[src/rtl/rr_arbiter8.sv]
// rr_arbiter8: eight-way round-robin arbiter, one-hot and indexed grant.
// Define ARB_TIMEOUT_EN to force release after HOLD_MAX grant cycles.
module rr_arbiter8 #(
  parameter int unsigned HOLD_MAX = 15
) (
  input  logic       clk,
  input  logic       rst_n,
  input  logic [7:0] req,
  input  logic       done,
  output logic [7:0] grant,
  output logic [2:0] grant_num,
  output logic       grant_valid,
  output logic       timeout
);

  typedef enum logic {
    IDLE,
    GRANT
  } state_t;

  state_t     state;
  logic [2:0] ptr;
  logic [2:0] win;
  logic [2:0] idx;
  logic       owner_rel;
  logic       force_rel;

  if (HOLD_MAX < 1 || HOLD_MAX > 255) begin : g_bad_hold_max
    $error("rr_arbiter8: HOLD_MAX must be 1..255");
  end

`ifdef ARB_TIMEOUT_EN
  localparam logic [7:0] HOLD_LAST = 8'(HOLD_MAX - 1);

  logic [7:0] hold_cnt;
  logic       tmo_q;

  assign force_rel = (hold_cnt == HOLD_LAST);
  assign timeout   = tmo_q;
`else
  assign force_rel = 1'b0;
  assign timeout   = 1'b0;
`endif

  // Scan from the highest offset down so the
  // nearest set bit after ptr wins.
  always_comb begin
    win = ptr;
    idx = ptr;
    for (int i = 7; i >= 0; i--) begin
      idx = ptr + 3'(i);
      if (req[idx]) win = idx;
    end
  end

  assign owner_rel = done || !req[grant_num];

  assign grant = grant_valid
               ? (8'b0000_0001 << grant_num)
               : 8'h00;

  always_ff @(posedge clk or negedge rst_n) begin
    if (!rst_n) begin
      state       <= IDLE;
      grant_num   <= 3'd0;
      grant_valid <= 1'b0;
      ptr         <= 3'd0;
`ifdef ARB_TIMEOUT_EN
      hold_cnt    <= 8'd0;
      tmo_q       <= 1'b0;
`endif
    end else begin
`ifdef ARB_TIMEOUT_EN
      tmo_q <= 1'b0;
`endif
      unique case (state)
        IDLE: begin
          if (|req) begin
            state       <= GRANT;
            grant_num   <= win;
            grant_valid <= 1'b1;
            ptr         <= win + 3'd1;
`ifdef ARB_TIMEOUT_EN
            hold_cnt    <= 8'd0;
`endif
          end
        end
        GRANT: begin
          if (owner_rel) begin
            state       <= IDLE;
            grant_valid <= 1'b0;
          end else if (force_rel) begin
            state       <= IDLE;
            grant_valid <= 1'b0;
`ifdef ARB_TIMEOUT_EN
            tmo_q       <= 1'b1;
`endif
          end else begin
`ifdef ARB_TIMEOUT_EN
            if (hold_cnt != 8'hFF)
              hold_cnt <= hold_cnt + 8'd1;
`endif
          end
        end
        default: begin
          state       <= IDLE;
          grant_valid <= 1'b0;
        end
      endcase
    end
  end

endmodule
[config.mk]
export PLATFORM = sky130hd
export DESIGN_NAME = rr_arbiter8
export DESIGN_NICKNAME = d
export VERILOG_FILES = /design/src/rtl/rr_arbiter8.sv
export SDC_FILE = /design/constraint.sdc
export NUM_CORES = 1
export LEC_CHECK = 0
export CAP_MARGIN = 40
export CORE_ASPECT_RATIO = 0.6
export CORE_MARGIN = 2
export CORE_UTILIZATION = 58
export CTS_BUF_LIST = sky130_fd_sc_hd__clkbuf_4 sky130_fd_sc_hd__clkbuf_8 sky130_fd_sc_hd__clkbuf_16
export DETAILED_ROUTE_END_ITERATION = 8
export PLACE_DENSITY = 0.86
export SYNTH_ARGS = -nofsm -noshare
export SYNTH_HDL_FRONTEND = slang
export SYNTH_SLANG_ARGS = --single-unit
[constraint.sdc]
create_clock -name clk -period 6.6 [get_ports clk]
set_input_delay 1.98 -clock clk [delete_from_list [all_inputs] [get_ports clk]]
set_output_delay 1.98 -clock clk [all_outputs]
set_load 0.01 [all_outputs]
Word-level counts from Yosys, hierarchy flattened --
Index checks and enable logic that the tools add are counted.
Storage, ports and cells: logic and storage cells 63, register bits 8
Cells by class: $add $sub $neg 8, mux-type cells 33, reductions and logical operators 5, eq/ne operators 2, shift-type cells 1, bitwise gates (word level) 1, $lt $le $gt $ge 9
Operators by type and width (number):
- 3-bit by 4-bit < comparator with 1-bit output, second input constant | 9
- 1-bit binary-select mux with 3-bit select | 9
- 3-bit 2-to-1 mux | 8
- 1-bit 2-to-1 mux | 13
- 3-bit adder, second input constant | 4
- 8-bit 2-to-1 mux | 1
- 8-bit OR reduction | 1
- 1-bit by 3-bit << shifter with 8-bit output, first input constant | 1
- 3-bit by 1-bit adder with 3-bit output, second input constant | 2
- 3-bit by 2-bit adder with 3-bit output, second input constant | 2
- 1-bit one-hot mux with 2 select lines | 2
- 2-bit AND reduction | 2
- 2-bit by 1-bit != test with 1-bit output, second input constant | 1
- 2-bit != test, second input constant | 1
- 1-bit zero test | 1
- 1-bit logical OR | 1
- 1-bit NOT | 1

Logic depth before layout (Yosys ltp) --
depth after elaboration 12, mapped depth 14, gate-level depth less buffers 11

Worst setup path after synthesis --
Ideal clock, no wire load.
kind input port to flip-flop, from input req[1], to register ptr[1], arrival time 3.999 ns, slack 2.460 ns, buffers on the path 0, stages 9, data required time 6.459 ns, setup time 0.141 ns, cells stage by stage mux4_1 mux2_4 or3b_1 a2111o_1 nand3_2 nand2_1 ha_1 nand2_1 o21ai_0
On the way: cells in the longest elaborated chain, start to end 11, elaborated cells on any way between the ends 27, classes of those cells add/sub: 1; mux: 24; reduce/logical: 2
RTL lines:
- start, declared | RTL line 8 | input logic [7:0] req,
- 1-bit binary-select mux with 3-bit select | RTL line 52 | if (req[idx]) win = idx;
- 1-bit 2-to-1 mux (implied by the code) | RTL line 52
- 3-bit 2-to-1 mux (7 in series) | RTL line 52
- 3-bit 2-to-1 mux (*) | RTL line 52
- named net win[1] | RTL line 23 | logic [2:0] win;
- 3-bit by 1-bit adder with 3-bit output (*) | RTL line 82 | ptr <= win + 3'd1;
- end signal, assigned | RTL line 82
- end, declared | RTL line 22 | logic [2:0] ptr;
The timed path passes the listed nets; every way through them passes the cells marked *. The select of a mux whose other input is x is not followed. A chain may end at the register's enable or synchronous reset.

Final worst setup path --
from input req[4], to register ptr[2]
The elaborated chain is that of the path after synthesis.

==> flow_summary.ini <==
[synth]
synth_edf_count = 0
async_flop_share = 1.000
ys_ff_latch = 8
syn_nets = 155
netlist_area_um2 = 1385
avgSynthCellArea_um2 = 9.823
seq_area_frac_synth = 0.1445
synth_ff_type = dfrtp_1
yosys_warnings = 0
netlist-cell-type-count = 45
synthCells = 141

[floorplan]
die_w_um = 67.09
core_um2 = 2212
rows = 13
die_h_um = 41.86
fp.dieArea_um2 = 2808
io_pins = 24
initial_core_util = 0.6261

[detailed_routing]
ant_nets = 0
wire_per_inst_um = 20.17
wl_mm = 3.751
via_count = 1302
drc_errors = 0
via_per_inst = 7.000
drt-pass1-iter-count = 5
first_iter_violations = 299

[clock_tree]
cts-resized-gates = 0
htree_levels = 1
clock_latency_ns = 0.23
cts.sinks = 8
cts_tree = yes
post_cts_buffers = 0
ctsHoldBuffers = 0
clk_pin_slew_ns = 0.04
clockBufferDepth = 2
cts_made_buffers = 3
cts-root-buf = clkbuf_8

[pwr]
p_sw_frac = 0.5032
p_seq_frac = 0.171
irDropWorstVdd_mv = 0.4414
p_sw_uw = 507.3
power_per_cell_area_nw_per_um2 = 629.6
p_leak_uw = 0.0006058
power_frac_clock = 0.057
combPwrFrac = 0.772
p_int_uw = 500.9

[critical_path]
startpoint_type = input pin
slowest_delay_ns = 0.63
path_delay_family = multiplexers
crit_type = in -> reg
cp_num_buf_inv = 1
endpoint_kind = flop
arrival_ns = 4.86
r2r-start = ptr[1]
cp.required_ns = 6.74
worstPathMaxFanout = 9
critPathLaunch = req[4]
crit_path_frequent_cell = mux2i_1
path_cells = clkdlybuf4s50_1 -> mux4_2 -> mux2i_1 -> or3b_1 -> a2111o_1 -> nand3_2 -> nand2_1 -> ha_1 -> nor2b_1 -> mux2i_1
critPathSlowestCell = mux4_2

[grt]
grt_overflow = 0
antenna_found_initial = 0
grt_start_max_net_pins = 24
grt_first_pass_wirelength_mm = 5.961
grt_pass1_vias = 1138
grt_use_total = 0.2865

[sta]
tightest_slew_ns = 0.8683
finalHoldViolCount = 0
max_freq_ghz = 0.2121
period_needed_ns = 4.714
timing.hold.ws_ns = 0.4938
tns_ns = 0
skew_ns = 0.0004159
relSlewSlack = 0.4211
finalSetupViolCount = 0
grt_setup_unrepaired = false
fin_crit_sh = 0.7143
final_max_slew_viol_count = 0

[finish]
layout_common_cells = clkdlybuf4s50_1, nand2_1, nor2_1, mux2i_1, mux4_2
insertedDiodeCount = 0
nFillCells = 164
drive_above_1_share = 0.1538
fin_nets = 172
syn_to_final_growth_pct = 15.63
mostFrequentLayoutCell = clkdlybuf4s50_1

[min_path]
min_from = state
hp-class = reg -> reg

[placed_design]
gp_congestion = 0.8775
place.port_buffers = 22
dp.final_hpwl_mm = 2.727

[status]
status = finished, final reports clean

[run]
maxCapViolCount = 0
==> cell usage after synthesis, types with 2 or more instances <==
library cell,count,area [um2]
nand2b_1,4,25.02
buf_6,2,22.52
nand3_1,3,15.01
inv_1,5,18.77
nor2_1,13,48.80
clkbuf_1,3,11.26
dfrtp_1,8,200.2
xnor2_1,3,26.28
o221ai_1,4,35.03
xor2_1,2,17.52
mux2i_1,11,110.1
o21ai_0,4,20.02
buf_4,4,30.03
a221o_1,2,20.02
mux4_2,10,225.2
mux4_1,4,105.1
ha_1,3,37.54
mux2_2,6,67.56
nor4_1,2,12.51
a21oi_1,7,35.03
a211oi_1,2,15.01
nand2_1,13,48.80
nor3_1,4,20.02
==> registers in the layout, indices dropped and copies added (netlist names) <==
register,count
grant_valid,1
state,1
grant_num,3
ptr,3
==> layer usage <==
metal	up-vias	track usage	share of wire
met3	4	0.05691	0.086
met1	635	0.4557	0.45
li1	589	-	-
met5	-	0	0
met2	74	0.3881	0.45
met4	0	0.08163	0.0083
==> through the flow <==
step / setup slack [ns] / total power [uW] / cells / util / area [um2]
after CTS: 1.899 / 992.6 / 186 / 0.7240 / 1602
final: 1.886 / 1008 / 186 / 0.7240 / 1602
after floorplan: 2.460 / 772.3 / 141 / - / 1385
after global routing: 1.823 / 1086 / 186 / 0.7240 / 1602
after detailed placement: 1.698 / 926.9 / 183 / 0.7053 / 1560
after global placement: 1.775 / 899.9 / 183 / 0.7053 / 1560
==> final timing paths <==
path / to / slack [ns] / cells past startpoint
worst max-delay path: ptr[2] / 1.89 / 10
worst min-delay path: grant_valid / 0.49 / 1
worst max register to register: ptr[2] / 2.65 / 11
worst min register to register: grant_valid / 0.49 / 1
max in group asynchronous: ptr[0] / 4.30 / 1
min in group asynchronous: grant_num[1] / 2.04 / 1
==> kinds of logic (layout without fill, tap and decap cells) <==
group | after synthesis | count (layout) | synth area share
fa+ha+maj | 3 | 3 | 0.02710
other cells | 1 | 1 | 0.002707
xor+xnor | 5 | 5 | 0.03162
buf+inv | 16 | 31 | 0.08130
flops | 8 | 8 | 0.1445
compound gates | 32 | 32 | 0.1816
mux | 33 | 33 | 0.3857
simple gates | 43 | 43 | 0.1454
==> power by group through the flow <==
stage               Sequential (uW)  Clock (uW)  Combinational (uW)
floorplan                       108           0                 664
global placement                169           0                 731
detailed placement              173           0                 753
CTS                             172        58.1                 763
global route                    184        61.6                 840
finish                          172        57.3                 778
==> cell type report <==
| class | count | area [um2] | share of cell area |
|---|---|---|---|
| multi-input cells | 117 | 1072 | 0.6695 |
| clock buffers | 3 | 41.29 | 0.02578 |
| inverters | 6 | 30.03 | 0.01875 |
| repair buffers | 22 | 220.2 | 0.1375 |
| flip-flops and latches | 8 | 200.2 | 0.1250 |
| well taps | 30 | 37.54 | 0.02344 |
No activity file was read; power rests on OpenSTA's default activity.
==> RTL edit 1, RTL diff (same flow settings) <==
The option `ARB_TIMEOUT_EN` is turned on by a define.
--- a/src/rtl/rr_arbiter8.sv
+++ b/src/rtl/rr_arbiter8.sv
@@ -1,5 +1,7 @@
 // rr_arbiter8: eight-way round-robin arbiter, one-hot and indexed grant.
 // Define ARB_TIMEOUT_EN to force release after HOLD_MAX grant cycles.
+`define ARB_TIMEOUT_EN
+
 module rr_arbiter8 #(
   parameter int unsigned HOLD_MAX = 15
 ) (
Check against the original RTL: no difference found for any inputs over 10 cycles, from zero or initial values and one cycle with rst_n low; that may be too few to reach the edited logic, so the function may still have changed.
==> RTL edit 1 against the original RTL <==
Global-route usage increased by 1.8 points. Synthesized area increased by 25%. Non-clock buffer count increased by 1. Design area increased by 25%. Wire length increased by 23%. Power increased by 19%. Sequential cell count increased by 9. Count of clock-buffer cells in the layout increased by 1. Sequential share of layout area increased by 8.7 points. Setup slack got worse by 0.23 ns. Combinational power increased by 14%. Critical path type unchanged. Critical endpoint unchanged. Highest routed layer unchanged.
==> RTL edit 1: results (changes against the original RTL) <==
The post-layout net count was 220 (+28%); the worst-skew pair later-pin latency was 0.26 ns (+0.03 ns). For the violation count after the first detailed-route iteration, the log shows 252 (-16%). The run finished with clean final reports.

Ranked by total cell area, the synthesized netlist is headed by sky130_fd_sc_hd__dfrtp_1 (24%), sky130_fd_sc_hd__mux4_2 (16%), sky130_fd_sc_hd__nand2_1 (5.0%), sky130_fd_sc_hd__nor2_1 (4.3%), sky130_fd_sc_hd__xor2_1 (4.0%). The synthesized-area fraction occupied by adder cells is 3.60% (+0.89 points), and the part of the power in the clock network is 6.9% (+1.2 points). The leakage power summed over all cells was 0.000812 µW (+34%). The tools report the met3 wirelength from detailed routing as 621 µm (+93%).

The sum of routed wire segments on met1 was 1.94 mm (+14%). The cell count after placement was 241 (+32%); the number of nets in the synthesized netlist was 201 (+30%). The clock transition at the registers of the reported paths was 0.07 ns (+0.03 ns); the area share of xor/xnor cells in the synthesized design was 6.05% (+2.9 points). The tools report the overall routed net length as 4.60 mm (+23%). Master of the slowest instance on the critical path: sky130_fd_sc_hd__mux4_1. The worst-case setup slack after placement came out at 1.50 ns (-0.201 ns). The run gives 1.05 (+19%) as the global placer's final weighted congestion. For the instance area after placement, the log shows 0.00196 mm² (+26%). For the worst-case clock skew, the log shows 0.00803 ns (+0.00761 ns). The tools report the net switching power as 609 µW (+20%). The run gives 30.4% (+1.8 points) as the aggregate global-route resource usage. The logs give 1652 (+27%) for the via count of the routed design and 1505 (+32%) for the number of global-route vias before repair. The largest registers in the layout are hold_cnt (8), grant_num (3), ptr (3). The wire length of the first global-routing pass was 7.64 mm (+28%).

The proportion of layout cells with a drive suffix above 1 works out to 13.3% (-2.1 points). By count the netlist is led by sky130_fd_sc_hd__nand2_1 (23), sky130_fd_sc_hd__nor2_1 (20), sky130_fd_sc_hd__dfrtp_1 (17). The tools report the sequential area share after synthesis as 24.5% (+10 points). The distinct cell type count of the synthesized netlist is 50 (+11%). Share of Yosys cell area claimed by the top area cell type: 24.5% (+8.2 points). The tools report the number of filler instances in the final layout as 216 (+32%).

The number of buffers inserted by port buffering came out at 23 (+4.5%). For the post-layout total power, the log shows 1200 µW (+19%). Met3 usage: 11.4% (+5.7 points). The fraction of the mapped netlist area in compound gates was 15.2% (-3.0 points); the endpoint arrival time on the critical path was 5.14 ns (+0.28 ns).

The cell count after synthesis came out at 185 (+31%). The portion of netlist area occupied by mux cells is 25.1% (-14 points). The pin count of the biggest net entering global routing was 18 (-25%); the relative contribution of sequential cells to total power was 19.1% (+2.0 points).
## RTL edit 1: cell types whose count changed in the layout (fill, tap and decap cells not counted), moves of 3 or more
cell,delta
sky130_fd_sc_hd__nand2_1,+10
sky130_fd_sc_hd__dfrtp_1,+9
sky130_fd_sc_hd__nor2_1,+7
sky130_fd_sc_hd__nand4_1,+6
sky130_fd_sc_hd__xor2_1,+6
sky130_fd_sc_hd__mux2i_1,-5
sky130_fd_sc_hd__mux4_1,-3
sky130_fd_sc_hd__o221ai_1,-3
sky130_fd_sc_hd__o31ai_1,+3
## RTL edit 1: final timing paths
| check | slack [ns] | start | depth (start not counted) | to |
|---|---|---|---|---|
| setup / recovery | 1.65 | req[4] | 12 | ptr[2]$_DFFE_PN0P_ |
| hold / removal | 0.54 | grant_valid$_DFFE_PN0P_ | 2 | grant_valid$_DFFE_PN0P_ |
| setup reg to reg | 2.54 | ptr[1]$_DFFE_PN0P_ | 13 | ptr[2]$_DFFE_PN0P_ |
| hold reg to reg | 0.54 | grant_valid$_DFFE_PN0P_ | 2 | grant_valid$_DFFE_PN0P_ |
| max in group asynchronous | 3.95 | rst_n | 1 | ptr[0]$_DFFE_PN0P_ |
| min in group asynchronous | 2.16 | rst_n | 1 | timeout$_DFF_PN0_ |
## RTL edit 1: cell type report
| type | count | area (µm²) | share of cell area (%) |
|---|---|---|---|
| repair buffers | 23 | 230 | 11.5 |
| flip-flops and latches | 17 | 425 | 21.2 |
| clock buffers | 4 | 48.8 | 2.43 |
| multi-input cells | 152 | 1220 | 61.0 |
| inverters | 7 | 26.3 | 1.31 |
| well taps | 42 | 52.6 | 2.62 |
==> RTL edit 2, RTL diff (config.mk and constraints unchanged) <==
Made on the original files. Make the reset (`rst_n`) synchronous in one clocked block.
--- a/src/rtl/rr_arbiter8.sv
+++ b/src/rtl/rr_arbiter8.sv
@@ -59,7 +59,7 @@
                ? (8'b0000_0001 << grant_num)
                : 8'h00;
 
-  always_ff @(posedge clk or negedge rst_n) begin
+  always_ff @(posedge clk) begin
     if (!rst_n) begin
       state       <= IDLE;
       grant_num   <= 3'd0;
Function: differs if rst_n is asserted again (counterexample within 4 cycles, from zero or initial values and one cycle with rst_n low); with rst_n held inactive, the same outputs for 10 cycles.
==> RTL edit 2 against the original RTL <==
Setup slack lost 0.17 ns. Wire length increased by 6.0%. Design area grew 5.4%. Count of clock-buffer cells in the layout is the same. Maximum frequency is 3.5% lower. Sequential cell count stayed put. Synthesized area increased by 7.5%. Die area rose by 6.9%. Power down 26%. First-iteration DRC count fell by 44%.
==> RTL edit 2: results (changes against the original RTL) <==
The flow ran to the end, and the final reports show no timing, DRC or antenna violations. The run gives 364 µW (-28%) as the net switching power. The tools report the distinct cell type count of the synthesized netlist as 53 (+18%). For the aggregate global-route resource usage, the log shows 28.6% (-0.037 points).

The largest vdd supply drop was 0.000184 V (-58%). Sorting the synthesized cells by how often they occur yields sky130_fd_sc_hd__mux2i_1 (14), sky130_fd_sc_hd__nor2_1 (14), sky130_fd_sc_hd__nand2_1 (12). The run gives 187 (+8.7%) as the post-layout net count. Worst-case register-to-register setup slack: 2.28 ns (-0.37 ns). The largest fanout on the critical path came out at 11 (+2). The proportion of synthesized flip-flops having asynchronous set or reset was 0% (-100 points).

Relative slew slack: 42.7% (+0.63 points). The capture point of the critical path is ptr[2]$_SDFFE_PN0P_. The HPWL after detailed placement was 2.92 mm (+7.0%); the global placer's final weighted congestion was 0.917 (+4.5%). The proportion of layout cells with a drive suffix above 1 was 13.5% (-1.9 points); the violation count after the first detailed-route iteration was 168 (-44%). The origin of the critical flop-to-flop path was ptr[0]$_SDFFE_PN0P_. The delay of the slowest cell on the worst path was 0.67 ns (+0.04 ns).

The logs give 10.8% (-3.7 points) for the sequential area share after synthesis and 173 (+12%) for the number of nets in the synthesized netlist. The path with the worst hold slack has its endpoint at grant_valid$_SDFFE_PN0P_. The post-detailed-route via-to-cell ratio was 6.90 (-1.4%); the overall routed net length was 3.98 mm (+6.0%).

Number of filler instances in the final layout: 197 (+20%). The largest registers in the layout are grant_num (3), ptr (3). Worst-case clock skew: 0.00520 ns (+0.00478 ns). The capture point of the worst reg-to-reg path was ptr[2]$_SDFFE_PN0P_.

For the number of global-route vias before repair, the log shows 1258 (+11%). The tools report the clock root buffer master as sky130_fd_sc_hd__clkbuf_8. The master of the slowest instance on the critical path is sky130_fd_sc_hd__mux4_1. The cell family contributing the most delay on the critical path is compound AO/OA/AOI/OAI gates.

The length in cells of the worst reg-to-reg path was 12 (+1). Dominant synthesized flop cell: sky130_fd_sc_hd__dfxtp_1. The tools report the count of TritonRoute iterations in the first routing pass as 4 (-1). The wire length of the first global-routing pass is 6.59 mm (+11%). Startpoint of the worst hold path: grant_valid$_SDFFE_PN0P_. The tools report the leakage power summed over all cells as 0.000594 µW (-1.9%).
[RTL edit 2: cell count changes in the layout (fill, tap and decap cells not counted), sizes merged, moves of 4 or more]
cell,delta
dfrtp,-8
dfxtp,+8
mux2,-6
mux2i,+5
nor2b,+5
o211ai,+4
[RTL edit 2: area by class of cell]
class                   instances  share of cell area, %
multi-input cells             132                   71.3
clock buffers                   3                   2.45
flip-flops and latches          8                   9.49
repair buffers                 22                   13.0
well taps                      32                   2.37
inverters                       6                   1.33
[RTL edit 2: cell families after synthesis]
| group | share of synthesized area, % |
|---|---|
| AO/OA/AOI/OAI | 16.6 |
| XOR/XNOR | 1.77 |
| AND/OR/NAND/NOR | 19.9 |
| adder cells (fa/ha/maj) | 2.52 |
| flip-flops | 10.8 |
| other | 0.252 |
| buffers and inverters | 8.40 |
| multiplexers | 39.8 |
[RTL edit 2: per-stage QoR]
stage               instances  instance area [µm²]  hold WS (ns)  total power [µW]  setup WS, ns
global placement          200                 1650         0.507               651          1.62
CTS                       203                 1690         0.536               736          1.75
finish                    203                 1690         0.546               746          1.72
detailed placement        200                 1650         0.529               672          1.53
floorplan                 159                 1490         0.519               572          2.22
global route              203                 1690         0.560               801          1.55
[RTL edit 2: routing by layer]
layer / global-route usage, % / wire length, µm
met5: 0 / 0
met4: 6.67 / 51
met3: 5.70 / 323
met2: 40.2 / 1750
met1: 44.7 / 1850
[RTL edit 2: power by group through the flow]
stage | clock network, µW | registers, µW | logic, µW
after detailed placement | 0 | 131 | 541
after global placement | 0 | 127 | 525
final | 60.0 | 131 | 554
after CTS | 60.4 | 130 | 546
after floorplan | 0 | 89.3 | 483
after global routing | 64.3 | 139 | 598
